**src/rtl/sc_invader_stepper.sv**
```systemverilog
// rtl/sc_invader_stepper.sv - turns timer end-of-count ticks into invader formation sweep/drop/land steps.
// Optional SC_STEPPER_SPEEDUP_EN: each non-landing drop shortens the step period by one tick (floor 1).
module sc_invader_stepper #(
  parameter int X_W            = 10,
  parameter int Y_W            = 9,
  parameter int TICK_W         = 4,
  parameter int X_MIN          = 0,
  parameter int X_MAX          = 600,
  parameter int X_INIT         = 0,
  parameter int Y_INIT         = 32,
  parameter int Y_MAX          = 400,
  parameter int STEP_X         = 8,
  parameter int STEP_Y         = 16,
  parameter int TICKS_PER_STEP = 4
) (
  input  logic           SC_STEPPER_CLOCK_50,
  input  logic           SC_STEPPER_RESET_InHigh,
  input  logic           SC_STEPPER_tick_InLow,
  input  logic           SC_STEPPER_start_InHigh,
  input  logic           SC_STEPPER_run_InHigh,
  output logic           SC_STEPPER_timerCount_OutLow,
  output logic [X_W-1:0] SC_STEPPER_posX_Out,
  output logic [Y_W-1:0] SC_STEPPER_posY_Out,
  output logic           SC_STEPPER_dirLeft_Out,
  output logic           SC_STEPPER_step_OutHigh,
  output logic           SC_STEPPER_landed_OutHigh
);

  typedef enum logic [1:0] {IDLE, RUN, PAUSE, LANDED} state_t;
  typedef logic [X_W:0] xw_t;
  typedef logic [Y_W:0] yw_t;

  logic clk, rst, tick, start, run;
  assign clk   = SC_STEPPER_CLOCK_50;
  assign rst   = SC_STEPPER_RESET_InHigh;
  assign tick  = SC_STEPPER_tick_InLow;
  assign start = SC_STEPPER_start_InHigh;
  assign run   = SC_STEPPER_run_InHigh;

  state_t            state, state_nxt;
  logic [X_W-1:0]    pos_x;
  logic [Y_W-1:0]    pos_y;
  logic              dir_left, step, landed, tick_prev;
  logic [TICK_W-1:0] tick_cnt, period;

  logic tick_acc, step_evt, right_ok, left_ok, drop, land;
  xw_t  x_right, x_left;
  yw_t  y_drop;

  // Bounds are evaluated one bit wider than the position so nothing wraps.
  always_comb begin
    tick_acc = (state == RUN) && tick_prev && !tick;
    step_evt = tick_acc && (tick_cnt == period - 1'b1) && !start;
    x_right  = {1'b0, pos_x} + xw_t'(STEP_X);
    x_left   = {1'b0, pos_x} - xw_t'(STEP_X);
    right_ok = x_right <= xw_t'(X_MAX);
    left_ok  = {1'b0, pos_x} >= xw_t'(X_MIN + STEP_X);
    drop     = step_evt && (dir_left ? !left_ok : !right_ok);
    y_drop   = {1'b0, pos_y} + yw_t'(STEP_Y);
    land     = drop && (y_drop >= yw_t'(Y_MAX));
  end

  always_ff @(posedge clk or posedge rst) begin
    if (rst) state <= IDLE;
    else     state <= state_nxt;
  end

  always_comb begin
    state_nxt = state;
    if (start) begin
      state_nxt = run ? RUN : PAUSE;
    end else begin
      case (state)
        RUN: begin
          if (land)      state_nxt = LANDED;
          else if (!run) state_nxt = PAUSE;
        end
        PAUSE:   if (run) state_nxt = RUN;
        default: state_nxt = state;
      endcase
    end
  end

  always_comb begin
    SC_STEPPER_timerCount_OutLow = (state != RUN);
  end

  always_ff @(posedge clk or posedge rst) begin
    if (rst) begin
      pos_x     <= X_W'(X_INIT);
      pos_y     <= Y_W'(Y_INIT);
      dir_left  <= 1'b0;
      step      <= 1'b0;
      landed    <= 1'b0;
      tick_cnt  <= '0;
      period    <= TICK_W'(TICKS_PER_STEP);
      tick_prev <= 1'b1;
    end else begin
      tick_prev <= tick;
      step      <= step_evt;
      if (start) begin
        pos_x    <= X_W'(X_INIT);
        pos_y    <= Y_W'(Y_INIT);
        dir_left <= 1'b0;
        landed   <= 1'b0;
        tick_cnt <= '0;
        period   <= TICK_W'(TICKS_PER_STEP);
      end else if (step_evt) begin
        tick_cnt <= '0;
        if (land) begin
          pos_y  <= Y_W'(Y_MAX);
          landed <= 1'b1;
        end else if (drop) begin
          pos_y    <= y_drop[Y_W-1:0];
          dir_left <= !dir_left;
`ifdef SC_STEPPER_SPEEDUP_EN
          if (period > TICK_W'(1)) period <= period - 1'b1;
`endif
        end else if (dir_left) begin
          pos_x <= x_left[X_W-1:0];
        end else begin
          pos_x <= x_right[X_W-1:0];
        end
      end else if (tick_acc) begin
        tick_cnt <= tick_cnt + 1'b1;
      end
    end
  end

  assign SC_STEPPER_posX_Out       = pos_x;
  assign SC_STEPPER_posY_Out       = pos_y;
  assign SC_STEPPER_dirLeft_Out    = dir_left;
  assign SC_STEPPER_step_OutHigh   = step;
  assign SC_STEPPER_landed_OutHigh = landed;

endmodule

```
**config.mk**
```make
export PLATFORM = sky130hd
export DESIGN_NAME = sc_invader_stepper
export DESIGN_NICKNAME = d
export VERILOG_FILES = /design/src/rtl/sc_invader_stepper.sv
export SDC_FILE = /design/constraint.sdc
export NUM_CORES = 1
export LEC_CHECK = 0
export CAP_MARGIN = 20
export CORE_ASPECT_RATIO = 0.75
export CORE_UTILIZATION = 40
export CTS_CLUSTER_DIAMETER = 40
export CTS_CLUSTER_SIZE = 8
export DETAILED_ROUTE_END_ITERATION = 16
export GPL_TIMING_DRIVEN = 1
export PLACE_DENSITY = 0.65
export SYNTH_ARGS = -nofsm -noshare
export SYNTH_HDL_FRONTEND = slang
export SYNTH_SLANG_ARGS = --single-unit
```
**constraint.sdc**
```tcl
create_clock -name SC_STEPPER_CLOCK_50 -period 6.8 [get_ports SC_STEPPER_CLOCK_50]
set_input_delay 1.02 -clock SC_STEPPER_CLOCK_50 [delete_from_list [all_inputs] [get_ports SC_STEPPER_CLOCK_50]]
set_output_delay 1.02 -clock SC_STEPPER_CLOCK_50 [all_outputs]
set_load 0.02 [all_outputs]
```
==> key figures, run 1 <==
Outcome
  – Outcome: finished clean

CTS
  – Post-CTS setup buffers: 0
  – Clk sinks: 22
  – H-tree levels: 1
  – Post-CTS sizing: 0
  – CTS Hold Bufs: 0
  – Clk buf depth: 2
  – TritonCTS clock tree: done
  – Total CTS buffers: 3
  – Clock transition at path regs: 80 ps
  – Clock Tree Root: clkbuf_8
  – Worst-Skew Late Latency: about 260 ps

Worst setup path
  – Worst Path Required: 6960 ps
  – RR Endpoint: SC_STEPPER_dirLeft_Out
  – Crit path max fanout: 14
  – Critical path startpoint category: input pin
  – RR Startpoint: SC_STEPPER_posX_Out[3]
  – R2r setup slk: 3900 ps
  – Slowest stage delay, CP: ~850 ps
  – Top Family by Delay on Critical Path: simple AND/OR/NAND/NOR gates
  – Worst r2r path cells: 6
  – Buf/Inv on CP: 1
  – Critical-path cell list: clkdlybuf4s50_1 > nor4bb_1 > and3_1 > nand2_1 > o22ai_1 > mux2_2
  – Critical path type: in -> reg
  – Nature of the critical path endpoint: flip-flop
  – Slowest-stage cell, CP: nor4bb_1
  – CP arrival: ~3600 ps

GRT
  – Initial antenna violation count: 0
  – Vias in the first global route: 1240
  – Largest net degree at the start of global routing: 28
  – Grt ovf: 0
  – First-pass GRT wire length: about 5.9 mm
  – Total track usage: 16.3%

Die
  – Die X: 78.2 µm
  – Die height: 59.1 µm
  – Initial Util: 42.4%
  – I/O pin count: 28
  – Rows: 20
  – Core area: 4100 µm²
  – Die area: 4620 µm²

Cells and area
  – Post-Layout Cell Count: 264
  – Area delta synth->final: 11.5%
  – Layout Utilization: 47.3%
  – Antenna diodes: 0
  – Fill count: 408
  – Fin nets: 222
  – Fraction of layout cells with a size suffix above 1: between 10% and 20%

Pwr
  – Part of the power in combinational logic: 8.2%
  – VDD IR max: 0.000108 V
  – Seq pwr share: 54.2%
  – Internal power: 191 µW
  – Net Switching: 57.3 µW
  – Sw frac: 23.0%
  – Cell area power density: 128 nW/µm²
  – Clock power frac: 37.6%
  – Leakage: 0.829 nW

Detailed routing
  – Drt pass-1 iters: 4
  – Via-per-instance ratio: 5.43
  – Final wirelength: 3.51 mm
  – Drt wl/cell: approximately 13 µm
  – Detail Route Antenna Nets: 0
  – Vias: 1434
  – Initial drt markers: 96
  – Remaining DRCs: 0

Place
  – Post-DP HPWL: approximately 2.5 mm
  – Routability cong.: 0.776
  – Dpl cells: 260
  – Port bufs: 20

Yosys
  – Synth Area in Simple Gates: 25.9%
  – Mapped cell area: 1740 µm²
  – Share of flip-flops with an asynchronous set or reset: 100%
  – Synth Area in Compound Gates: 18.3%
  – Netlist cell types: 57
  – Largest family of logic cells by synthesized area: simple AND/OR/NAND/NOR gates
  – Post-Synthesis Cells: approximately 200
  – Sequential element share of the synthesized area: 31.8%
  – Seq cells post-synth: 22
  – Xor-xnor portion of the synthesized cell area: 2.51%
  – Syn avg cell area: 8.80 µm²
  – Mux contribution to synthesized area: approximately 5%
  – EDFF count, synth: 0
  – Ys flop type: dfrtp_1
  – Adder-cell share of the synthesized area: between 5 and 6%
  – Yosys Warn Count: 0

Timing
  – Relative max-transition margin: 34.0%
  – Highest clock rate: ~290 MHz
  – Tcrit/Tclk final: around 51%
  – Tmin final: 3470 ps
  – Hold slack final: approximately 520 ps
  – Final Hold Fails: 0
  – RSZ-0062 raised after global routing: no
  – Max-slew violations: 0
  – Setup TNS: 0 ps
  – Worst Skew: 3.98 ps
  – Tightest Pin Transition: 977 ps
  – # setup viols final: 0

Hold path
  – WHS Path Cells: 2
  – Class of the worst hold path: reg -> reg
  – Hold path start: SC_STEPPER_landed_OutHigh
  – Hold endpoint: SC_STEPPER_landed_OutHigh

Job
  – Maxcap violations: 0
-- kinds of logic after synthesis --
kind of cell             count (synthesis)
AO/OA/AOI/OAI                           41
XOR/XNOR                                 5
adder cells (fa/ha/maj)                  7
buffers and inverters                   32
flip-flops                              22
multiplexers                             8
other                                    1
AND/OR/NAND/NOR                         82
-- metal layers --
metal / wire (µm) / vias to the layer above / track usage, % / part of all wire (%)
li1: - / 731 / - / -
met3: 124 / 5 / 3.38 / 3.5
met4: 31 / 0 / 4.50 / 0.88
met2: 1430 / 26 / 23.8 / 41
met5: 0 / - / 0 / 0
met1: 1920 / 672 / 24.3 / 55
-- synthesized netlist by cell type, types with 4 or more instances --
library cell,instances,area [µm²]
mux2_1,4,45.0
nor2_1,17,63.8
buf_6,4,45.0
nand4_1,4,25.0
dfrtp_1,20,500
nand3_1,10,50.1
and3_1,4,25.0
inv_1,13,48.8
o22ai_1,5,31.3
nor2b_1,6,37.5
a31o_2,4,35.0
ha_1,7,87.6
buf_4,8,60.1
nand2_1,18,67.6
a21oi_1,6,30.0
-- flip-flops by register name, summed over array words and instances (netlist names) --
name / cells
tick_prev: 1
SC_STEPPER_posY_Out: 5
SC_STEPPER_landed_OutHigh: 1
tick_cnt: 4
SC_STEPPER_dirLeft_Out: 1
SC_STEPPER_step_OutHigh: 1
state: 2
SC_STEPPER_posX_Out: 7
-- worst register-to-register path, cell delays in order, from the launching register on --
cell	delay [ps]
dfrtp_1	540
ha_1	320
nand3_1	170
o21a_1	250
o31ai_2	800
and4b_2	370
mux2_1	320
-- through the flow --
| step | setup slack, ps | power [mW] | area, µm² |
|---|---|---|---|
| 6_report | 3330 | 0.249 | 1940 |
| 5_1_grt | 3150 | 0.261 | 1940 |
| 4_1_cts | 3370 | 0.254 | 1940 |
| 3_5_place_dp | 3080 | 0.158 | 1890 |
| 3_3_place_gp | 3190 | 0.158 | 1890 |
| 2_1_floorplan | 4100 | 0.155 | 1760 |
-- worst max-delay path by stage --
stage | startpoint | to | slack [ps] | cells after the start
global route | SC_STEPPER_tick_InLow | SC_STEPPER_posX_Out[3] | 3150 | 6
detailed placement | SC_STEPPER_tick_InLow | SC_STEPPER_posX_Out[3] | 3080 | 6
floorplan | SC_STEPPER_tick_InLow | SC_STEPPER_posX_Out[6] | 4100 | 8
CTS | SC_STEPPER_tick_InLow | SC_STEPPER_posX_Out[3] | 3370 | 6
finish | SC_STEPPER_tick_InLow | SC_STEPPER_posX_Out[3] | 3330 | 6
global placement | SC_STEPPER_tick_InLow | SC_STEPPER_posX_Out[3] | 3190 | 6
-- cell type report --
class | count | area, µm² | area share, %
inverters | 13 | 48.8 | 2.51
well taps | 55 | 68.8 | 3.54
clock buffers | 4 | 55.1 | 2.84
flip-flops and latches | 22 | 553 | 28.5
multi-input cells | 150 | 1020 | 52.3
repair buffers | 20 | 200 | 10.3
-- power groups by stage --
stage	Sequential (mW)	Clock, mW	Combinational (mW)
2_1_floorplan	0.137	0	0.0182
3_3_place_gp	0.137	0	0.0204
3_5_place_dp	0.137	0	0.0206
4_1_cts	0.135	0.0989	0.0207
5_1_grt	0.135	0.103	0.0232
6_report	0.135	0.0935	0.0204
-- cells in the final DEF, fill, tap and decap left out, types with 2 or more instances in the layout --
cell / instances
ha_1: 7
mux2_2: 3
nor2_1: 17
clkbuf_8: 4
a311oi_1: 2
nor3_1: 3
dfstp_2: 2
o32ai_1: 2
inv_1: 13
mux2_1: 4
o22ai_1: 5
clkdlybuf4s50_1: 20
a31oi_1: 2
xnor2_1: 2
nor4_1: 2
dfrtp_1: 20
a21oi_1: 6
nand3_1: 10
o31ai_2: 2
o31ai_1: 2
nor2b_1: 6
a2111oi_0: 2
a31o_2: 4
nand2b_1: 3
nand4_1: 4
and3_1: 4
nand2_1: 18
nor3b_1: 2
o21ai_0: 3
and3_2: 3
conb_1: 7
xor2_1: 3
Note: power is estimated with default switching activity, not from simulation.
==> run 2: changes to the inputs <==
- PLACE_DENSITY: 0.65 -> 0.67
- clock period: 6.8 -> 3.1 ns (I/O delays scaled with it)
==> key figures, run 2 (synthesis gave the netlist of run 1 again) <==
Worst setup path
  – Nature of the critical path endpoint: flip-flop
  – CP arrival: 2980 ps (-650 ps)
  – Critical path type: reg -> reg
  – Slowest stage delay, CP: 650 ps (-200 ps)
  – Buf/Inv on CP: 1 (unchanged)
  – Slowest-stage cell, CP: a2111oi_0
  – Crit path max fanout: 12 (-2)
  – Worst Path Required: 3260 ps (-3700 ps)
  – Top Family by Delay on Critical Path: compound AO/OA/AOI/OAI gates
  – Critical-path cell list: inv_1 > ha_1 > nand2b_1 > a2111oi_0 > nor3_1 > o22ai_1 > mux2_2
  – Critical path startpoint category: flip-flop

Detailed routing
  – Via-per-instance ratio: 5.44 (+0.22%)
  – Final wirelength: 3.64 mm (+3.6%)
  – Drt pass-1 iters: 4 (unchanged)
  – Remaining DRCs: 0 (unchanged)
  – Detail Route Antenna Nets: 0 (unchanged)
  – Vias: 1459 (+1.7%)
  – Initial drt markers: 95 (-1.0%)
  – Drt wl/cell: 13.6 µm (+2.0%)

CTS
  – Clock Tree Root: clkbuf_8
  – Post-CTS sizing: 0 (unchanged)
  – TritonCTS clock tree: done
  – Post-CTS setup buffers: 0 (unchanged)
  – H-tree levels: 1 (unchanged)
  – CTS Hold Bufs: 0 (unchanged)
  – Clk buf depth: 2 (unchanged)
  – Worst-Skew Late Latency: 270 ps (about the same)
  – Clk sinks: 22 (unchanged)
  – Total CTS buffers: 3 (unchanged)
  – Clock transition at path regs: 80 ps (about the same)

Pwr
  – VDD IR max: 0.000230 V (+110%)
  – Cell area power density: 305 nW/µm² (+140%)
  – Leakage: 0.856 nW (+3.2%)

Timing
  – Highest clock rate: 355 MHz
  – Max-slew violations: 0 (unchanged)
  – # setup viols final: 0 (unchanged)
  – Final Hold Fails: 0 (unchanged)
  – RSZ-0062 raised after global routing: no
  – Relative max-transition margin: 43.0% (+9.1 points)
  – Worst Skew: 8.48 ps (+4.51 ps)
  – Tightest Pin Transition: 849 ps (-128 ps)
  – Setup TNS: 0 ps (unchanged)
  – Tmin final: roughly 2800 ps
  – Tcrit/Tclk final: 90.9%

GRT
  – Grt ovf: 0 (unchanged)
  – Vias in the first global route: 1396 (+13%)
  – Initial antenna violation count: 0 (unchanged)
  – GRT busiest layer: met2
  – Largest net degree at the start of global routing: 23 (-18%)
  – Grt met2 use: 29.2% (+5.4 points)
  – First-pass GRT wire length: 6.29 mm (+6.4%)
  – Met1 Use GR: 23.0% (-1.3 points)
  – Total track usage: 17.4% (+1.1 points)
  – Met3 Use GR: 3.38% (unchanged)

Place
  – Post-DP HPWL: 2.68 mm (+6.6%)
  – Port bufs: 20 (unchanged)
  – Routability cong.: 0.840 (+8.4%)
  – Dpl cell area: 1920 µm² (+1.6%)

Die
  – Rows: 20 (unchanged)
  – Core area: 4100 µm² (unchanged)
  – Die height: 59.1 µm (unchanged)
  – I/O pin count: 28 (unchanged)
  – Die X: 78.2 µm (unchanged)
  – Die area: 4620 µm² (unchanged)
  – Initial Util: 42.4% (unchanged)

Hold path
  – Class of the worst hold path: reg -> reg

Cells and area
  – Commonest non-fill, non-tap cells in the layout: dfrtp_1 (20), clkdlybuf4s50_1 (20), nand2_1 (18)
  – Fill count: 420 (+2.9%)
  – Largest register FFs: 7 (unchanged)
  – Fin nets: 226 (+1.8%)
  – Fin area: 1990 µm² (+2.4%)
  – Fraction of layout cells with a size suffix above 1: 12.7% (+1.7 points)
  – Area delta synth->final: 14.2%
  – Antenna diodes: 0 (unchanged)

Outcome
  – Outcome: finished clean

Job
  – Maxcap violations: 0 (unchanged)
[run 2: path summary, 6_finish.rpt]
path | start | end | cells past startpoint | slack [ps]
worst min-delay path | SC_STEPPER_landed_OutHigh | SC_STEPPER_landed_OutHigh | 2 | 510
worst min register to register | SC_STEPPER_landed_OutHigh | SC_STEPPER_landed_OutHigh | 2 | 510
max in group asynchronous | SC_STEPPER_RESET_InHigh | SC_STEPPER_posX_Out[7] | 2 | 1920
worst max-delay path | SC_STEPPER_posX_Out[3] | SC_STEPPER_posX_Out[3] | 7 | 280
worst max register to register | SC_STEPPER_posX_Out[3] | SC_STEPPER_posX_Out[3] | 7 | 280
min in group asynchronous | SC_STEPPER_RESET_InHigh | state[0] | 2 | 660
[run 2: area by class of cell]
type | count | area [µm²] | area share [%]
timing repair buffer | 24 | 230 | 11.6
sequential | 22 | 553 | 27.8
clock inverter | 1 | 30.0 | 1.51
multi-input combinational | 150 | 1020 | 51.1
inverter | 13 | 48.8 | 2.45
tap | 55 | 68.8 | 3.46
clock buffer | 3 | 41.3 | 2.08
[run 2: tightest hold or removal path, delay by kind of cell (launching register included)]
kind	cells	cell delay, ps
AO/OA/AOI/OAI	1	50
buffers and inverters	1	50
flip-flops	1	380
[run 2: stage by stage]
stage                     setup slack, ps  hold WS [ps]  std cells  power [mW]  util [%]
after floorplan                       501           453        204       0.340         -
after global placement                375           509        264       0.347      46.7
after detailed placement              318           508        264       0.348      46.7
after CTS                             277           521        268       0.615      48.4
after global routing                 13.0           554        268       0.636      48.4
final                                 283           515        268       0.607      48.4
[run 2: power breakdown]
group	switching, mW	internal, mW
clock	0.0933	0.173
sequential	0.00396	0.292
combinational	0.0299	0.0160
total	0.127	0.480
[run 2: layer usage]
metal / wire length (µm) / up-vias
li1: - / 734
met1: 1900 / 696
met2: 1590 / 23
met3: 97 / 6
met4: 46 / 0
met5: 0 / -
==> run 3: changes to the inputs <==
- MAX_ROUTING_LAYER: unset -> met4
- PLACE_DENSITY: 0.67 -> 0.72
==> key figures, run 3 (synthesis gave the netlist of run 1 again) <==
Worst setup path
  – RR Startpoint: SC_STEPPER_posX_Out[3]
  – CP arrival: 3040 ps (+60 ps)
  – R2r setup slk: 210 ps (-70 ps)
  – Crit path max fanout: 12 (unchanged)
  – Worst Path Required: 3250 ps (about the same)
  – Nature of the critical path endpoint: flip-flop
  – RR Endpoint: SC_STEPPER_posX_Out[3]
  – Worst r2r path cells: 7 (unchanged)
  – Critical path startpoint category: flip-flop
  – CP endpoint: SC_STEPPER_posX_Out[3]
  – Setup crit start: SC_STEPPER_posX_Out[3]
  – Critical path type: reg -> reg

Detailed routing
  – Detail Route Antenna Nets: 0 (unchanged)
  – Drt wl/cell: 13.7 µm (+1.3%)
  – Drt pass-1 iters: 4 (unchanged)
  – Final wirelength: 3.67 mm (+0.91%)
  – Remaining DRCs: 0 (unchanged)
  – Via-per-instance ratio: 5.50 (+0.99%)
  – Initial drt markers: 107 (+13%)
  – Vias: 1468 (+0.62%)

CTS
  – Clk buf depth: 2 (unchanged)
  – H-tree levels: 1 (unchanged)
  – Clock Tree Root: clkbuf_8
  – TritonCTS clock tree: done
  – Worst-Skew Late Latency: 260 ps (about the same)
  – Clock transition at path regs: 80 ps (about the same)
  – CTS Hold Bufs: 0 (unchanged)
  – Total CTS buffers: 3 (unchanged)
  – Clk sinks: 22 (unchanged)

Die
  – Die area: 4620 µm² (unchanged)
  – I/O pin count: 28 (unchanged)
  – Core area: 4100 µm² (unchanged)
  – Rows: 20 (unchanged)
  – Initial Util: 42.4% (unchanged)
  – Die X: 78.2 µm (unchanged)
  – Die height: 59.1 µm (unchanged)

Timing
  – Highest clock rate: 346 MHz (-2.5%)
  – RSZ-0062 raised after global routing: no
  – Tcrit/Tclk final: 93.2% (+2.3 points)
  – Setup TNS: 0 ps (unchanged)
  – Worst Skew: 3.27 ps (-5.21 ps)
  – Max-slew violations: 0 (unchanged)
  – # setup viols final: 0 (unchanged)
  – Hold slack final: 529 ps (+14.0 ps)
  – Relative max-transition margin: 43.7% (+0.69 points)
  – Tmin final: 2890 ps (+70.8 ps)
  – Final Hold Fails: 0 (unchanged)
  – Tightest Pin Transition: 839 ps (-10.2 ps)

Cells and area
  – Antenna diodes: 0 (unchanged)
  – Register area: 553 µm² (unchanged)
  – Fin nets: 225 (-0.44%)
  – Area occupied by multi-input gates: 1020 µm² (+0.12%)
  – Post-Layout Cell Count: 267 (-0.37%)
  – Fill count: 414 (-1.4%)
  – Largest register FFs: 7 (unchanged)
  – Area delta synth->final: 12.9%
  – Commonest non-fill, non-tap cells in the layout: dfrtp_1 (20), clkdlybuf4s50_1 (20), nand2_1 (18)
  – Fraction of layout cells with a size suffix above 1: 12.3% (-0.41 points)

Job
  – Maxcap violations: 0 (unchanged)

Place
  – Post-DP HPWL: 2.70 mm (+0.92%)
  – Port bufs: 20 (unchanged)
  – Routability cong.: 0.889 (+5.8%)
  – Dpl cells: 263 (-0.38%)

Hold path
  – WHS Path Cells: 2 (unchanged)
  – Class of the worst hold path: reg -> reg

GRT
  – First-pass GRT wire length: 6.38 mm (+1.3%)
  – Total track usage: 18.2% (+0.80 points)
  – Grt ovf: 0 (unchanged)
  – Largest net degree at the start of global routing: 23 (unchanged)
  – Vias in the first global route: 1318 (-5.6%)
  – Initial antenna violation count: 0 (unchanged)

Pwr
  – Leakage: 0.845 nW (-1.3%)
  – Clock power frac: 37.8% (-6.0 points)
  – VDD IR max: 0.000188 V (-18%)
  – Internal power: 421 µW (-12%)
  – Seq pwr share: 53.8% (+5.1 points)
  – Part of the power in combinational logic: 8.4% (+0.8 points)
  – Cell area power density: 279 nW/µm² (-8.5%)
  – Sw frac: 23.4% (+2.4 points)
  – Net Switching: 128 µW (+0.99%)

Outcome
  – Outcome: finished clean
-- run 3: critical path, cell delays in order (launching register included) --
cell and delay (ps):
dfrtp_1 530, inv_1 140, ha_1 330, nand2b_1 80, a2111oi_0 660, nor3_1 290
o22ai_1 370, mux2_2 380
-- run 3: cell type report --
cell class              count  share of cell area, %
multi-input cells         150                   51.8
well taps                  55                   3.50
clock buffers               4                   2.80
inverters                  13                   2.48
flip-flops and latches     22                   28.1
repair buffers             23                   11.3
-- run 3: per-stage QoR --
step	util (%)	power, mW	instance area, µm²	setup WS [ps]
final	47.9	0.549	1970	212
after global routing	47.9	0.572	1970	18.0
after CTS	47.9	0.557	1960	207
after detailed placement	46.5	0.348	1910	214
after global placement	46.5	0.348	1910	310
after floorplan	-	0.340	1760	501
-- run 3: per-layer routing --
layer | track usage (%) | share of wire [%]
met5 | - | 0
met4 | 3.44 | 0.27
met3 | 3.23 | 5.2
met2 | 25.6 | 42
met1 | 27.2 | 53
-- run 3: worst min path at each step --
stage / startpoint / slack (ps) / end
2_1_floorplan: SC_STEPPER_RESET_InHigh / 450 / SC_STEPPER_dirLeft_Out
3_3_place_gp: SC_STEPPER_landed_OutHigh / 510 / SC_STEPPER_landed_OutHigh
3_5_place_dp: SC_STEPPER_landed_OutHigh / 510 / SC_STEPPER_landed_OutHigh
4_1_cts: SC_STEPPER_landed_OutHigh / 530 / SC_STEPPER_landed_OutHigh
5_1_grt: tick_cnt[3] / 570 / SC_STEPPER_step_OutHigh
6_report: SC_STEPPER_landed_OutHigh / 530 / SC_STEPPER_landed_OutHigh
-- run 3: timing repair --
| item | CTS | global route |
|---|---|---|
| setup endpoints to repair | 0 | 1 |
| gates resized for setup | 0 | 1 |
| buffers inserted | 0 | 0 |
-- run 3: power by group through the flow --
stage | clock (mW) | sequential, mW | combinational [mW]
2_1_floorplan | 0 | 0.300 | 0.0400
3_3_place_gp | 0 | 0.301 | 0.0464
3_5_place_dp | 0 | 0.301 | 0.0469
4_1_cts | 0.215 | 0.296 | 0.0469
5_1_grt | 0.223 | 0.297 | 0.0519
6_report | 0.207 | 0.296 | 0.0461
